--- config.mk ---
export PLATFORM = sky130hd
export DESIGN_NAME = frame_receiver
export DESIGN_NICKNAME = d
export VERILOG_FILES = /design/src/rtl/frame_receiver.sv
export SDC_FILE = /design/constraint.sdc
export NUM_CORES = 1
export LEC_CHECK = 0
export ABC_AREA = 1
export CAP_MARGIN = 20
export CORE_ASPECT_RATIO = 0.9
export CORE_MARGIN = 2
export CORE_UTILIZATION = 49
export DETAILED_ROUTE_END_ITERATION = 10
export PLACE_DENSITY = 0.77
export SYNTH_ARGS = -nofsm -noshare
export SYNTH_HDL_FRONTEND = slang
export SYNTH_SLANG_ARGS = --single-unit
--- constraint.sdc ---
create_clock -name CLK -period 1.6 [get_ports CLK]
set_input_delay 0.24 -clock CLK [delete_from_list [all_inputs] [get_ports CLK]]
set_output_delay 0.24 -clock CLK [all_outputs]
set_load 0.01 [all_outputs]
--- src/rtl/frame_receiver.sv ---
// Receive side of the SIG/SYNC 4-bit serial frame link: deserializes, decodes the
// 2-bit mode code, flags pattern matches and broken framing, counts good frames.
module frame_receiver #(
    parameter int unsigned CNT_W           = 8,
    parameter int unsigned RESTART_ON_SYNC = 1
) (
    input  logic             CLK,
    input  logic             RST,
    input  logic             SIG,
    input  logic             SYNC,
    input  logic [3:0]       PAT,
    output logic [3:0]       DATA,
    output logic [1:0]       MODE,
    output logic             MODE_OK,
    output logic             VALID,
    output logic             MATCH,
    output logic             FRAME_ERR,
    output logic             BUSY,
    output logic [CNT_W-1:0] FRAME_CNT
);

    typedef enum logic {
        IDLE = 1'b0,
        RX   = 1'b1
    } state_t;

    localparam logic [CNT_W-1:0] CNT_MAX = {CNT_W{1'b1}};

    state_t           state, state_nxt;
    logic [1:0]       idx, idx_nxt;
    logic [2:0]       shreg, shreg_nxt;
    logic [3:0]       data_nxt;
    logic [1:0]       mode_nxt;
    logic             mode_ok_nxt;
    logic             valid_nxt;
    logic             match_nxt;
    logic             err_nxt;
    logic             busy_nxt;
    logic [CNT_W-1:0] cnt_nxt;
    logic [3:0]       frame;
    logic [1:0]       dec_mode;
    logic             dec_ok;

    // Frame as it would look if the current SIG bit is the last one
    assign frame = {SIG, shreg};

    always_comb begin
        dec_mode = 2'b00;
        dec_ok   = 1'b1;
        case (frame)
            4'b1001: dec_mode = 2'b00;
            4'b0110: dec_mode = 2'b01;
            4'b0101: dec_mode = 2'b10;
            4'b1111: dec_mode = 2'b11;
            default: dec_ok   = 1'b0;
        endcase
    end

    always_ff @(posedge CLK) begin
        if (RST) begin
            state     <= IDLE;
            idx       <= 2'd0;
            shreg     <= 3'd0;
            DATA      <= 4'd0;
            MODE      <= 2'd0;
            MODE_OK   <= 1'b0;
            VALID     <= 1'b0;
            MATCH     <= 1'b0;
            FRAME_ERR <= 1'b0;
            BUSY      <= 1'b0;
            FRAME_CNT <= '0;
        end else begin
            state     <= state_nxt;
            idx       <= idx_nxt;
            shreg     <= shreg_nxt;
            DATA      <= data_nxt;
            MODE      <= mode_nxt;
            MODE_OK   <= mode_ok_nxt;
            VALID     <= valid_nxt;
            MATCH     <= match_nxt;
            FRAME_ERR <= err_nxt;
            BUSY      <= busy_nxt;
            FRAME_CNT <= cnt_nxt;
        end
    end

    always_comb begin
        state_nxt   = state;
        idx_nxt     = idx;
        shreg_nxt   = shreg;
        data_nxt    = DATA;
        mode_nxt    = MODE;
        mode_ok_nxt = MODE_OK;
        valid_nxt   = 1'b0;
        match_nxt   = 1'b0;
        err_nxt     = 1'b0;
        busy_nxt    = BUSY;
        cnt_nxt     = FRAME_CNT;
        case (state)
            IDLE: begin
                if (SYNC) begin
                    shreg_nxt = {2'b00, SIG};
                    idx_nxt   = 2'd1;
                    state_nxt = RX;
                    busy_nxt  = 1'b1;
                end
            end
            RX: begin
                if (SYNC && (RESTART_ON_SYNC != 0)) begin
                    // Abort the partial frame and treat this bit as a fresh bit0
                    err_nxt   = 1'b1;
                    shreg_nxt = {2'b00, SIG};
                    idx_nxt   = 2'd1;
                    busy_nxt  = 1'b1;
                end else if (idx == 2'd3) begin
                    data_nxt    = frame;
                    mode_nxt    = dec_mode;
                    mode_ok_nxt = dec_ok;
                    valid_nxt   = 1'b1;
                    match_nxt   = (frame == PAT);
                    state_nxt   = IDLE;
                    idx_nxt     = 2'd0;
                    busy_nxt    = 1'b0;
                    if (dec_ok && (FRAME_CNT != CNT_MAX))
                        cnt_nxt = FRAME_CNT + CNT_W'(1);
                end else begin
                    if (idx == 2'd1)
                        shreg_nxt[1] = SIG;
                    else
                        shreg_nxt[2] = SIG;
                    idx_nxt = idx + 2'd1;
                end
            end
            default: state_nxt = IDLE;
        endcase
    end

endmodule

==> metrics.md, run 1 <==
| Metric | Value |
|---|---|
| Mapped Cells | approximately 160 |
| Filler cells | 212 |
| Chip height | 51.4 um |
| Hold-fix buffers at CTS | 0 |
| Synth Flop Type | dfxtp_1 |
| CP max stage delay | about 0.56 ns |
| Number of distinct library cells after synthesis | 25 |
| Largest net degree at the start of global routing | 17 |
| GP Congestion | roughly 0.84 |
| Min Tclk post-route | roughly 1.5 ns |
| Root Driver | clkbuf_4 |
| Initial DRC count | 24 |
| Core footprint | 2400 um2 |
| Die area | 2910 um2 |
| Grt ovf | 0 |
| Syn nets | 174 |
| I/O pins | 27 |
| Die X | between 50 and 60 um |
| Routed vias | 1184 |
| Least-Margin Pin Slew | 0.325 ns |
| Final worst path period share | 96.3% |
| Clock buffer depth | 2 |
| Pwr dens | 666 nW/um2 |
| RSZ-0062 raised after global routing | true |
| HPWL after DPL | roughly 2300 um |
| Status | completed |
| Slew HR | 78.2% |
| Total Neg Setup Slack | 0 ns |
| Placed instance area | 1560 um2 |
| Drt first pass iters | 4 |
| CTS-repair resized insts | 1 |
| Tot GR Track Use | between 20% and 30% |
| CTS buffer count | 3 |
| H-tree depth | 1 |
| Setup-failing EPs final | 0 |
| Most common cell in the netlist | nand2_1 |
| Layout cell share with drive strength beyond 1 | approximately 15% |
| Mapped cell area | 1220 um2 |
| Fin. max-slew vios | 0 |
| Ys async rst share | 0% |
| Worst path top cell family by delay | buffers and inverters |
| Drt via density | around 5.2 |
| Register bit count reported by yosys | 25 |
| Design Power | 0.00106 W |
| Wirelength per Cell | 12.8 um |
| IO Port Bufs | 26 |
| # DRC | 0 |
| Clock Skews | 0.00587 ns |
| Setup bufs post-CTS | 0 |
| Fin. Hold Viols | 0 |
| Critical path start-end classification | flop to output port |
| Post-synth top cells | nand2_1 (43), dfxtp_1 (25), inv_1 (18), nand3_1 (14), nor2_1 (14) |
| Initial Utilization | 50.8% |
| FP Rows | 17 |
| Crit-path slowest cell | clkdlybuf4s50_1 |
| Number of flops mapped to enable cells by yosys | 0 |
| Leakage | roughly 0.70 nW |
| Final wirelength | 2890 um |
| Worst reg-to-reg setup slack | 0.10 ns |
| WP data arrival | 1.30 ns |
| Yosys warning total | 0 |
| Part of the Yosys area used for sequential elements | 41.0% |
| Avg Cell Area, Syn | 7.49 um2 |
| CP Data Required Time | 1.36 ns |
| Synth-to-Final Area Change | 30.6% |
| Nature of the critical path endpoint | output port |
| Max_cap viols | 0 |
| Top post-synthesis cells by area | dfxtp_1 (41%), nand2_1 (13%), nand3_1 (5.7%), inv_1 (5.5%), a21oi_1 (4.5%) |
| Hold Crit Class | flop to flop |
| VDD IR-drop max | 0.485 mV |
| Buf/Inv on CP | 1 |
| Vias in the first global route | 1180 |
| Initial antenna violation count | 0 |
| F_max | 0.649 GHz |
| Final ANT Viol Nets | 0 |
| Worst skew pair latency | between 0.3 and 0.4 ns |
| Clock-pin slew on the worst setup and hold paths | 0.15 ns |
| Synth area leader | dfxtp_1 |
| CTS sink cnt | 25 |
| First-pass GRT wire length | roughly 5000 um |
| Nets | 210 |
| Worst Path Max Fanout | 4 |
| Yosys top cell area share | 41.0% |
| Design area | roughly 1600 um2 |
| Crit path cell chain | clkdlybuf4s50_1 |
| CP startpoint kind | flop |
| # diodes | 0 |
| TritonCTS clock tree | built |
## flip-flops by register name, indices dropped and copies added, names as in the netlist, 2 cells and up
signal and cells:
FRAME_CNT 8, DATA 4, shreg 3, MODE 2, idx 2
## logic make-up after synthesis
| group | after synthesis | synth area share (%) |
|---|---|---|
| flops | 25 | 41.0 |
| fa+ha+maj | 3 | 3.07 |
| compound gates | 21 | 9.94 |
| simple gates | 86 | 34.5 |
| xor+xnor | 7 | 5.02 |
| buf+inv | 21 | 6.45 |
## area by class of cell
cell class	instances	area, um2	area share (%)
multi-input cells	117	642	40.2
inverters	20	75.1	4.71
repair buffers	32	305	19.1
flip-flops and latches	25	507	31.8
well taps	28	35.0	2.20
clock inverters	1	8.76	0.549
clock buffers	3	22.5	1.41
## per-layer routing
layer | GRT usage, % | wire length, um | part of all wire, % | vias to the layer above
li1 | - | - | - | 588
met1 | 23.3 | 1200 | 41 | 555
met2 | 41.5 | 1480 | 51 | 31
met3 | 5.06 | 143 | 5.0 | 10
met4 | 11.9 | 62 | 2.1 | 0
met5 | 0 | 0 | 0 | -
## where the power goes
part	internal [W]	switching, W
clock network	0.000102	0.000203
logic	0.0000513	0.0000556
registers	0.000635	0.0000158
total	0.000788	0.000274
## final timing paths
path / from / endpoint / cells after the start
max: FRAME_CNT[4] / FRAME_CNT[4] / 1
min: DATA[3] / DATA[3] / 2
max reg2reg: idx[0] / idx[0] / 6
min reg2reg: DATA[3] / DATA[3] / 2
## worst min-delay path, stage by stage (launching register included)
cell	delay, ns
dfxtp_1	0.34
nand2_1	0.06
a21oi_1	0.05
## placed cells by master, fill, tap and decap left out, drive strengths merged
cell type      count
nand2             48
clkbuf             3
nor2              16
xor2               5
a21oi             14
or2                1
dfxtp             25
nor4               1
o21ai              5
nor3               4
a211oi             1
clkinv             1
nand3             16
inv               20
ha                 3
buf                6
o21a               1
clkdlybuf4s50     26
xnor2              2
## through the flow
stage / std cells / utilization, % / worst slack, ns / hold slack, ns
floorplan: 163 / - / 0.307 / 0.302
global placement: 222 / 64.8 / -0.000616 / 0.456
detailed placement: 222 / 64.8 / -0.102 / 0.467
CTS: 226 / 66.2 / 0.00261 / 0.489
global route: 226 / 66.4 / -0.00953 / 0.503
finish: 226 / 66.4 / 0.0600 / 0.479
No activity file was read; power rests on OpenSTA's default activity.
==> run 2: changes to the inputs <==
- CORE_UTILIZATION: 49 -> 50
- PLACE_DENSITY: 0.77 -> 0.78
- SLEW_MARGIN: unset -> 30
- clock period: 1.6 -> 1.8 ns (I/O delays scaled with it)
==> metrics.md, run 2 (synthesis gave the netlist of run 1 again) <==
| Metric | Value |
|---|---|
| Die X | 56.1 um (-0.93%) |
| Initial antenna violation count | 0 (unchanged) |
| Setup-failing EPs final | 0 (unchanged) |
| CTS-repair resized insts | 0 (-1) |
| First-pass GRT wire length | 4530 um (-9.6%) |
| Least-Margin Pin Slew | 0.280 ns (-0.0453 ns) |
| Clock buffer depth | 2 (unchanged) |
| Synth-to-Final Area Change | 27.9% |
| Reg power frac | 62.7% (+1.4 points) |
| RSZ-0062 raised after global routing | false |
| Clk pwr share | 27.5% (-1.2 points) |
| Nets | 207 (-1.4%) |
| Crit path cell chain | clkdlybuf4s50_1 |
| FF/Latch Area | 500 um2 (-1.2%) |
| Worst reg-to-reg setup slack | 0.32 ns (+0.22 ns) |
| Root Driver | clkbuf_4 |
| Hold Crit Class | flop to flop |
| VDD IR-drop max | 0.607 mV (+25%) |
| Hold path start | DATA[2] |
| Buf/Inv on CP | 1 (unchanged) |
| Placed instance area | 1530 um2 (-1.5%) |
| Most frequent cells in the layout | nand2_1 (43), clkdlybuf4s50_1 (26), dfxtp_1 (25), inv_1 (18) |
| Placed Cells | 218 (-1.8%) |
| Initial Utilization | 54.5% (+3.7 points) |
| TritonCTS clock tree | built |
| Fin. max-slew vios | 0 (unchanged) |
| # diodes | 0 (unchanged) |
| Fin. Hold Viols | 0 (unchanged) |
| Worst skew pair latency | 0.33 ns (about the same) |
| Clock-pin slew on the worst setup and hold paths | 0.14 ns (about the same) |
| Worst r2r src | FRAME_CNT[0] |
| Final worst path period share | 90.7% |
| Hold-fix buffers at CTS | 0 (unchanged) |
| Hold Path Sink | DATA[2] |
| Nature of the critical path endpoint | output port |
| Non-Filler Instances | 222 (-1.8%) |
| CP Data Required Time | 1.53 ns (+0.17 ns) |
| Vias in the first global route | 1013 (-14%) |
| Max_cap viols | 0 (unchanged) |
| Leakage | 0.681 nW (-2.4%) |
| Core footprint | 2240 um2 (-6.7%) |
| Switching fraction of total power | 24.9% (-0.88 points) |
| CP max stage delay | 0.58 ns (+0.02 ns) |
| Critical path start-end classification | flop to output port |
| CP startpoint | FRAME_CNT[2] |
| # DRC | 0 (unchanged) |
| Hold path cells | 2 (unchanged) |
| Routed vias | 1119 (-5.5%) |
| Switching pwr | 0.000229 W (-16%) |
| Min Tclk post-route | 1.63 ns |
| Most common cell after layout, fill and taps aside | nand2_1 |
| Setup bufs post-CTS | 0 (unchanged) |
| Pwr dens | 589 nW/um2 (-12%) |
| CP startpoint kind | flop |
| Internal Power | 0.000691 W (-12%) |
| I/O pins | 27 (unchanged) |
| Design area | 1560 um2 (-2.1%) |
| Footprint of the multi-input gates | 642 um2 (unchanged) |
| Drt via density | 5.04 (-3.8%) |
| Status | completed |
| Grt ovf | 0 (unchanged) |
| Final wirelength | 2620 um (-9.2%) |
| Slew HR | 81.2% (+3.0 points) |
| Drt first pass iters | 4 (unchanged) |
| Worst r2r path cells | 7 (+1) |
| Biggest register | FRAME_CNT |
| Tot GR Track Use | 20.1% (-2.2 points) |
| Final ANT Viol Nets | 0 (unchanged) |
| CTS sink cnt | 25 (unchanged) |
| Gate power share | 9.7% (-0.4 points) |
| Worst Path Max Fanout | 6 (+2) |
| Top flop regs | FRAME_CNT: 8 flops, DATA: 4 flops, shreg: 3 flops |
| Total Neg Setup Slack | 0 ns (unchanged) |
| Crit-path slowest cell | clkdlybuf4s50_1 |
| Worst path top cell family by delay | buffers and inverters |
| Max FFs per register | 8 (unchanged) |
| GP Congestion | 0.847 (+0.40%) |
| Chip height | 50.9 um (-0.92%) |
| Die area | 2850 um2 (-1.8%) |
| Layout cell share with drive strength beyond 1 | 10.8% (-3.9 points) |
| Clock Skews | 0.0157 ns (+0.00982 ns) |
| Filler cells | 209 (-1.4%) |
| IO Port Bufs | 26 (unchanged) |
| H-tree depth | 1 (unchanged) |
| Largest net degree at the start of global routing | 15 (-2) |
| Final WS setup | 0.167 ns (+0.108 ns) |
| Place WS | 0.0665 ns (+0.169 ns) |
| HPWL after DPL | 2050 um (-9.2%) |
| WP data arrival | 1.36 ns (+0.06 ns) |
| CTS buffer count | 3 (unchanged) |
| Wirelength per Cell | 11.8 um (-7.6%) |
| FP Rows | 16 (-1) |
| Worst R2R End | FRAME_CNT[4] |
| F_max | 0.613 GHz |
| Initial DRC count | 26 (+8.3%) |
## run 2: cell count changes in the layout (fill, tap and decap cells not counted), sizes merged
| cell | change |
|---|---|
| buf | -3 |
| clkinv | +1 |
| inv | -1 |
## run 2: stage by stage
| stage | hold slack (ns) | total power [W] | utilization, % |
|---|---|---|---|
| floorplan | 0.332 | 0.000637 | - |
| global placement | 0.456 | 0.000676 | 68.4 |
| detailed placement | 0.470 | 0.000680 | 68.4 |
| CTS | 0.489 | 0.000928 | 69.6 |
| global route | 0.509 | 0.000959 | 69.6 |
| finish | 0.485 | 0.000920 | 69.6 |
## run 2: worst max-delay path by stage
stage	endpoint	cells past startpoint
2_1_floorplan	FRAME_CNT[2]	7
3_3_place_gp	FRAME_CNT[6]	10
3_5_place_dp	FRAME_CNT[6]	10
4_1_cts	FRAME_CNT[2]	1
5_1_grt	FRAME_CNT[2]	1
6_report	FRAME_CNT[2]	1
## run 2: layout make-up
cell class,instances,area share [%]
Sequential cell,25,32.1
Tap cell,27,2.16
Clock inverter,1,0.321
Clock buffer,3,1.44
Timing Repair Buffer,29,18.1
Inverter,20,4.81
Multi-Input combinational cell,117,41.1
## run 2: power by group through the flow
stage,logic [W],registers (W),clock network [W]
floorplan,0.0000488,0.000588,0
global placement,0.0000870,0.000589,0
detailed placement,0.0000902,0.000590,0
CTS,0.0000909,0.000577,0.000259
global route,0.000102,0.000579,0.000278
finish,0.0000896,0.000577,0.000253
## run 2: routing by layer
layer,GRT usage [%],share of wire [%],up-vias
met5,0,0,-
met4,2.38,0,0
met3,5.82,5.0,0
met2,35.5,49,28
met1,25.2,46,509
li1,-,-,582
==> run 3: changes to the inputs <==
- CAP_MARGIN: 20 -> 40
- CORE_MARGIN: 2 -> 1.5
- REMOVE_ABC_BUFFERS: unset -> 1
==> metrics.md, run 3 (synthesis gave the netlist of run 1 again) <==
| Metric | Value |
|---|---|
| Status | completed |
| Largest net degree at the start of global routing | 15 (unchanged) |
| Worst Path Max Fanout | 6 (unchanged) |
| Final worst path period share | 89.8% (-0.86 points) |
| Clock Skews | 0.00614 ns (-0.00954 ns) |
| Fin. Hold Viols | 0 (unchanged) |
| Layout cell share with drive strength beyond 1 | 10.8% (unchanged) |
| Placed Cells | 218 (unchanged) |
| Hold-fix buffers at CTS | 0 (unchanged) |
| Total Neg Setup Slack | 0 ns (unchanged) |
| # diodes | 0 (unchanged) |
| Worst r2r path cells | 8 (+1) |
| # DRC | 0 (unchanged) |
| Final ANT Viol Nets | 0 (unchanged) |
| First-pass GRT wire length | 4750 um (+5.0%) |
| Drt first pass iters | 4 (unchanged) |
| Pwr dens | 586 nW/um2 (-0.49%) |
| Setup bufs post-CTS | 0 (unchanged) |
| Biggest register | FRAME_CNT |
| Worst path top cell family by delay | buffers and inverters |
| Initial antenna violation count | 0 (unchanged) |
| Initial Utilization | 54.5% (unchanged) |
| CP startpoint kind | flop |
| H-tree depth | 1 (unchanged) |
| CTS-repair resized insts | 0 (unchanged) |
| Chip height | 49.9 um (-2.0%) |
| Worst skew pair latency | 0.31 ns (-0.02 ns) |
| Non-Filler Instances | 222 (unchanged) |
| Vias in the first global route | 1089 (+7.5%) |
| Worst reg-to-reg setup slack | 0.32 ns (about the same) |
| Clock buffer depth | 2 (unchanged) |
| Final wirelength | 2720 um (+3.7%) |
| Setup-failing EPs final | 0 (unchanged) |
| Nets | 207 (unchanged) |
| Tot GR Track Use | 23.5% (+3.4 points) |
| Root Driver | clkbuf_4 |
| GP Congestion | 0.887 (+4.7%) |
| TritonCTS clock tree | built |
| Leakage | 0.681 nW (unchanged) |
| Worst r2r src | idx[0] |
| CTS buffer count | 3 (unchanged) |
| Min Tclk post-route | 1.62 ns (-0.0154 ns) |
| VDD IR-drop max | 0.623 mV (+2.6%) |
| Top flop regs | FRAME_CNT: 8 flops, DATA: 4 flops, shreg: 3 flops |
| Grt ovf | 0 (unchanged) |
| Design area | 1560 um2 (unchanged) |
| Core footprint | 2240 um2 (unchanged) |
| Fin. max-slew vios | 0 (unchanged) |
| Wirelength per Cell | 12.2 um (+3.7%) |
| Most frequent cells in the layout | nand2_1 (43), clkdlybuf4s50_1 (26), dfxtp_1 (25), inv_1 (18) |
| Routed vias | 1128 (+0.80%) |
| Drt via density | 5.08 (+0.80%) |
| Crit-path slowest cell | clkdlybuf4s50_1 |
| Slew HR | 79.8% (-1.4 points) |
| Footprint of the multi-input gates | 642 um2 (unchanged) |
| Synth-to-Final Area Change | 27.9% (unchanged) |
| Most common cell after layout, fill and taps aside | nand2_1 |
| Initial DRC count | 24 (-7.7%) |
| Placed instance area | 1530 um2 (unchanged) |
| Least-Margin Pin Slew | 0.301 ns (+0.0214 ns) |
| Max FFs per register | 8 (unchanged) |
| Filler cells | 182 (-13%) |
| CTS sink cnt | 25 (unchanged) |
| IO Port Bufs | 26 (unchanged) |
| Critical path start-end classification | flop to output port |
| FF/Latch Area | 500 um2 (unchanged) |
| Die X | 55.1 um (-1.8%) |
| Max_cap viols | 0 (unchanged) |
| FP Rows | 16 (unchanged) |
| Worst path depth | 1 (unchanged) |
| F_max | 0.618 GHz (+0.95%) |
| Crit path cell chain | clkdlybuf4s50_1 |
| CP startpoint | FRAME_CNT[2] |
| Clock-pin slew on the worst setup and hold paths | 0.13 ns (about the same) |
| Buf/Inv on CP | 1 (unchanged) |
| WP data arrival | 1.35 ns (about the same) |
| Die area | 2750 um2 (-3.7%) |
| Worst setup endpoint | FRAME_CNT[2] |
| HPWL after DPL | 2100 um (+2.5%) |
| CP max stage delay | 0.58 ns (about the same) |
| I/O pins | 27 (unchanged) |
| RSZ-0062 raised after global routing | false |
| Nature of the critical path endpoint | output port |
| CP Data Required Time | 1.53 ns (about the same) |
| Hold Crit Class | flop to flop |
| Worst R2R End | FRAME_CNT[6] |
run 3: cell counts in the layout (fill, tap and decap cells not counted):
Identical to the previous run, type by type.
run 3: layout make-up:
cell class              count  area share [%]
multi-input cells         117            41.1
repair buffers             29            18.1
inverters                  20            4.81
flip-flops and latches     25            32.1
well taps                  27            2.16
clock inverters             1           0.321
clock buffers               3            1.44
run 3: stage by stage:
step | setup WS (ns) | power [W] | util [%] | hold slack, ns
2_1_floorplan | 0.509 | 0.000634 | - | 0.332
3_3_place_gp | 0.131 | 0.000676 | 68.4 | 0.451
3_5_place_dp | 0.0437 | 0.000681 | 68.4 | 0.455
4_1_cts | 0.178 | 0.000926 | 69.6 | 0.477
5_1_grt | 0.115 | 0.000965 | 69.6 | 0.499
6_report | 0.183 | 0.000915 | 69.6 | 0.476
run 3: worst min-delay path by stage:
stage	start	to	depth (start not counted)
after floorplan	RST	FRAME_CNT[2]	1
after global placement	DATA[3]	DATA[3]	2
after detailed placement	DATA[3]	DATA[3]	2
after CTS	DATA[3]	DATA[3]	2
after global routing	DATA[1]	DATA[1]	2
final	DATA[3]	DATA[3]	2
run 3: per-layer routing:
metal | wire, um | GRT usage [%]
met5 | 0 | 0
met4 | 0 | 4.88
met3 | 114 | 6.06
met2 | 1360 | 38.3
met1 | 1250 | 30.8
run 3: power breakdown:
| group | internal (W) | switching (W) |
|---|---|---|
| Combinational | 0.0000428 | 0.0000480 |
| Clock | 0.0000831 | 0.000163 |
| Sequential | 0.000564 | 0.0000140 |
| Total | 0.000690 | 0.000225 |
==> patch 1: new RTL, settings of run 1 <==
Take the reset off `DATA` and load it in a clocked block of its own.
--- a/src/rtl/frame_receiver.sv
+++ b/src/rtl/frame_receiver.sv
@@ -61,7 +61,6 @@
             state     <= IDLE;
             idx       <= 2'd0;
             shreg     <= 3'd0;
-            DATA      <= 4'd0;
             MODE      <= 2'd0;
             MODE_OK   <= 1'b0;
             VALID     <= 1'b0;
@@ -73,7 +72,6 @@
             state     <= state_nxt;
             idx       <= idx_nxt;
             shreg     <= shreg_nxt;
-            DATA      <= data_nxt;
             MODE      <= mode_nxt;
             MODE_OK   <= mode_ok_nxt;
             VALID     <= valid_nxt;
@@ -82,6 +80,10 @@
             BUSY      <= busy_nxt;
             FRAME_CNT <= cnt_nxt;
         end
+    end
+
+    always_ff @(posedge CLK) begin
+        DATA <= data_nxt;
     end
 
     always_comb begin
Formal check against the unedited RTL: differs if RST is asserted again (counterexample within 10 cycles, from zero or initial values and one cycle with RST high); with RST held inactive, the same outputs for 10 cycles.
==> patch 1 against run 1 <==
  * Design area about the same
  * Combinational power down 9%
  * Critical path type unchanged
  * Sequential share of layout area up 2.5 points
  * Synthesized area down 0.41%
  * First-iteration DRC count down 29%
  * Sequential cell count unchanged
  * Power down 1.9%
  * Routed wire length down 18%
  * Worst setup slack worse by 0.010 ns
==> patch 1: results (changes against run 1) <==
metric,value,unit,change
CP Capture Type,output port,,
final worst slack,0.0495,ns,-0.0104 ns
DP Wirelength,1860,µm,-18%
first-pass GRT wire length,4080,µm,-18%
VDD IR max,0.521,mV,+7.4%
"CTS clk-pin slew, worst paths",0.13,ns,-0.02 ns
grt met3 use,0.0582,,+0.00759
hold slack,0.477,ns,-0.00240 ns
Hold Path Sink,MODE[0]$_SDFFE_PP0P_,,
LEAKAGE,0.672,nW,-3.6%
worst hold path stage count,2,,unchanged
Slew headroom,0.821,,+0.0394
largest net degree at the start of global routing,14,,-3
vias in the first global route,979,,-17%
Final GP Congestion,0.832,,-1.4%
top sig layer,met4,,
Vias/cell,4.95,,-5.4%
Placed Cells,211,,-5.0%
ANT nets after route,0,,unchanged
routed wl met2,1170,µm,-21%
Post-synth EDFFs,4,,+4
Starting DRT DRC Count,17,,-29%
Placed Instance Area,1560,µm²,-0.16%
"reg-to-reg slack, setup",0.13,ns,+0.03 ns
Worst R2R End,FRAME_CNT[5]$_SDFFE_PP0P_,,
outcome,finished clean,,
met3 WL post-DR,139,µm,-2.8%
Clock Tree Root,clkbuf_4,,
Layout Nets,199,,-5.2%
crit path max fanout,4,,unchanged
Cells after Synth,152,,-6.7%
most area-consuming cells after synthesis,"dfxtp_1 (35%), nand2_1 (11%), edfxtp_1 (9.9%)",,
M1 WL,1030,µm,-14%
R2R depth,7,,+1
DR WL/cell,11.0,µm,-14%
met1 Track Usage GR,0.212,,-0.0211
overall routing resource usage,0.184,,-0.0387
Place WS,-0.0286,ns,+0.0734 ns
hold_sp,MODE[0]$_SDFFE_PP0P_,,
Post-Route Skew,0.00906,ns,+0.00320 ns
Commonest cells post-synth,"nand2_1 (36), dfxtp_1 (21), inv_1 (21), a21oi_1 (13), nor2_1 (12)",,
syn_nets,163,,-6.3%
post-synth cell types,26,,+4.0%
GR Util met2,0.326,,-0.0891
sequential fraction of the synthesis area,0.444,,+0.0346
Via Count,1065,,-10%
patch 1: cell count changes after synthesis, sizes merged, moves of 2 or more:
cell and delta:
inv +2, nor2 -2, nand3 -4, dfxtp -4, edfxtp +4, nand2 -8
patch 1: where the power goes:
group	switching (mW)	internal, mW
combinational	0.0472	0.0497
sequential	0.0148	0.651
clock	0.182	0.0977
patch 1: tightest hold or removal path, delay by kind of cell, from the launching register on:
kind             cells  cell delay, ns
AO/OA/AOI/OAI        1            0.05
flip-flops           1            0.33
AND/OR/NAND/NOR      1            0.06
patch 1: cells by family (layout without fill, tap and decap cells):
group           Yosys count  in the layout  synth area share
compound gates           22             22            0.0957
xor+xnor                  7              7            0.0504
fa+ha+maj                 3              3            0.0309
buf+inv                  23             58            0.0720
flops                    25             25             0.444
simple gates             72             72             0.307
patch 1: cell type report:
cell class              count  area (µm²)
inverters                  21        78.8
clock buffers               4        26.3
flip-flops and latches     25         547
multi-input cells         104         594
fillers                   205         810
well taps                  28        35.0
repair buffers             33         313
==> patch 2: new RTL, config.mk and constraints of run 1 <==
Without the edit above. `RESTART_ON_SYNC`: 1 -> 0.
--- a/src/rtl/frame_receiver.sv
+++ b/src/rtl/frame_receiver.sv
@@ -2,7 +2,7 @@
 // 2-bit mode code, flags pattern matches and broken framing, counts good frames.
 module frame_receiver #(
     parameter int unsigned CNT_W           = 8,
-    parameter int unsigned RESTART_ON_SYNC = 1
+    parameter int unsigned RESTART_ON_SYNC = 0
 ) (
     input  logic             CLK,
     input  logic             RST,
Formal check against the unedited RTL: not equivalent (a bounded check fails within 4 cycles, from zero or initial values and one cycle with RST high).
==> patch 2 against run 1 <==
  * Clock power down 14%
  * Design area down 6.7%
  * Power shrank 5.7%
  * Worst setup slack better by 0.0092 ns
  * Die area fell by 2.0%
  * Cell count fell by 3.5%
  * Sequential cell count is 1 lower
  * Combinational power grew 6%
  * Routed wire length fell by 14%
  * Synthesized area is 2.2% lower
  * Critical path type unchanged
==> patch 2: results (changes against run 1) <==
metric,value,unit,change
NonClk Buf Share,0.188,,-0.00314
crit path max fanout,5,,+1
clock-cell share of area,0.0151,,-0.00448
DR WL/cell,11.4,µm,-11%
Final Util,0.664,,about the same
Die Area,2850,µm²,-2.0%
Signal buffers,29,,-9.4%
overall routing resource usage,0.185,,-0.0384
Fill cells,202,,-4.7%
hold_sp,MODE[1]$_SDFFE_PP0P_,,
register area,488,µm²,-3.7%
ANT cells,0,,unchanged
LEAKAGE,0.620,nW,-11%
multi-input logic area,608,µm²,-5.3%
most area-consuming cells after synthesis,"dfxtp_1 (40%), nand2_1 (12%), nor2_1 (6.9%)",,
clk sink count,24,,-4.0%
#MultiIn Comb,120,,+2.6%
Final GP Congestion,0.905,,+7.3%
outcome,finished clean,,
H-tree levels,1,,unchanged
vias in the first global route,982,,-17%
DP Wirelength,1900,µm,-16%
Post-Route Skew,0.00336,ns,-0.00251 ns
VDD IR max,0.549,mV,+13%
Placed Instance Area,1450,µm²,-6.7%
IO Port Bufs,25,,-3.8%
post-synth cell types,27,,+8.0%
Worst EP arrival,1.29,ns,
sequential fraction of the synthesis area,0.402,,-0.00774
syn_nets,175,,+0.57%
Commonest cells post-synth,"nand2_1 (39), dfxtp_1 (24), nor2_1 (22), inv_1 (14), nand3_1 (13)",,
share of post-route cells with drive strength above 1,0.126,,-0.0208
origin of the critical flop-to-flop path,idx[1]$_SDFFE_PP0P_,,
first-pass GRT wire length,4150,µm,-17%
Vias/cell,5.07,,-3.2%
inverter count,15,,-25%
Setup crit start,FRAME_CNT[4]$_SDFFE_PP0P_,,
Layout Nets,204,,-2.9%
Worst-Skew Late Latency,0.31,ns,-0.02 ns
Starting DRT DRC Count,22,,-8.3%
"CTS clk-pin slew, worst paths",0.12,ns,-0.03 ns
largest net degree at the start of global routing,18,,+1
YS warnings,0,,unchanged
==> patch 2: changes by cell type after synthesis, sizes merged, moves of 4 or more <==
| cell | delta |
|---|---|
| o21ai | +6 |
| inv | -5 |
| nor2 | +7 |
| nand2 | -4 |
| buf | +5 |
==> patch 2: logic make-up after synthesis <==
kind of cell | count (synthesis) | share of synthesized area
flip-flops | 24 | 0.402
other | 1 | 0.00314
AO/OA/AOI/OAI | 25 | 0.115
adder cells (fa/ha/maj) | 3 | 0.0314
buffers and inverters | 20 | 0.0932
AND/OR/NAND/NOR | 87 | 0.326
XOR/XNOR | 4 | 0.0293
==> patch 2: worst paths after layout <==
| check | endpoint | depth (start not counted) | slack (ns) |
|---|---|---|---|
| worst max-delay path | FRAME_CNT[4] | 1 | 0.07 |
| worst min-delay path | MODE[1]$_SDFFE_PP0P_ | 2 | 0.47 |
| worst max register to register | FRAME_CNT[5]$_SDFFE_PP0P_ | 9 | 0.13 |
| worst min register to register | MODE[1]$_SDFFE_PP0P_ | 2 | 0.47 |
==> patch 2: power by group <==
| part | switching [mW] | total, mW | internal, mW |
|---|---|---|---|
| registers | 0.0151 | 0.628 | 0.613 |
| logic | 0.0607 | 0.113 | 0.0522 |
| clock network | 0.173 | 0.261 | 0.0880 |
| total | 0.249 | 1.00 | 0.753 |
==> patch 2: stage by stage <==
step,instances,worst slack (ns)
final,218,0.0692
after global routing,218,-0.0243
after CTS,218,0.0167
after detailed placement,215,0.00426
after global placement,215,0.0531
after floorplan,164,0.226
==> patch 2: layer usage <==
metal,global-route usage,part of all wire
met2,0.316,0.47
met1,0.233,0.47
met5,0,0
met4,0.0357,0.0048
met3,0.0557,0.056
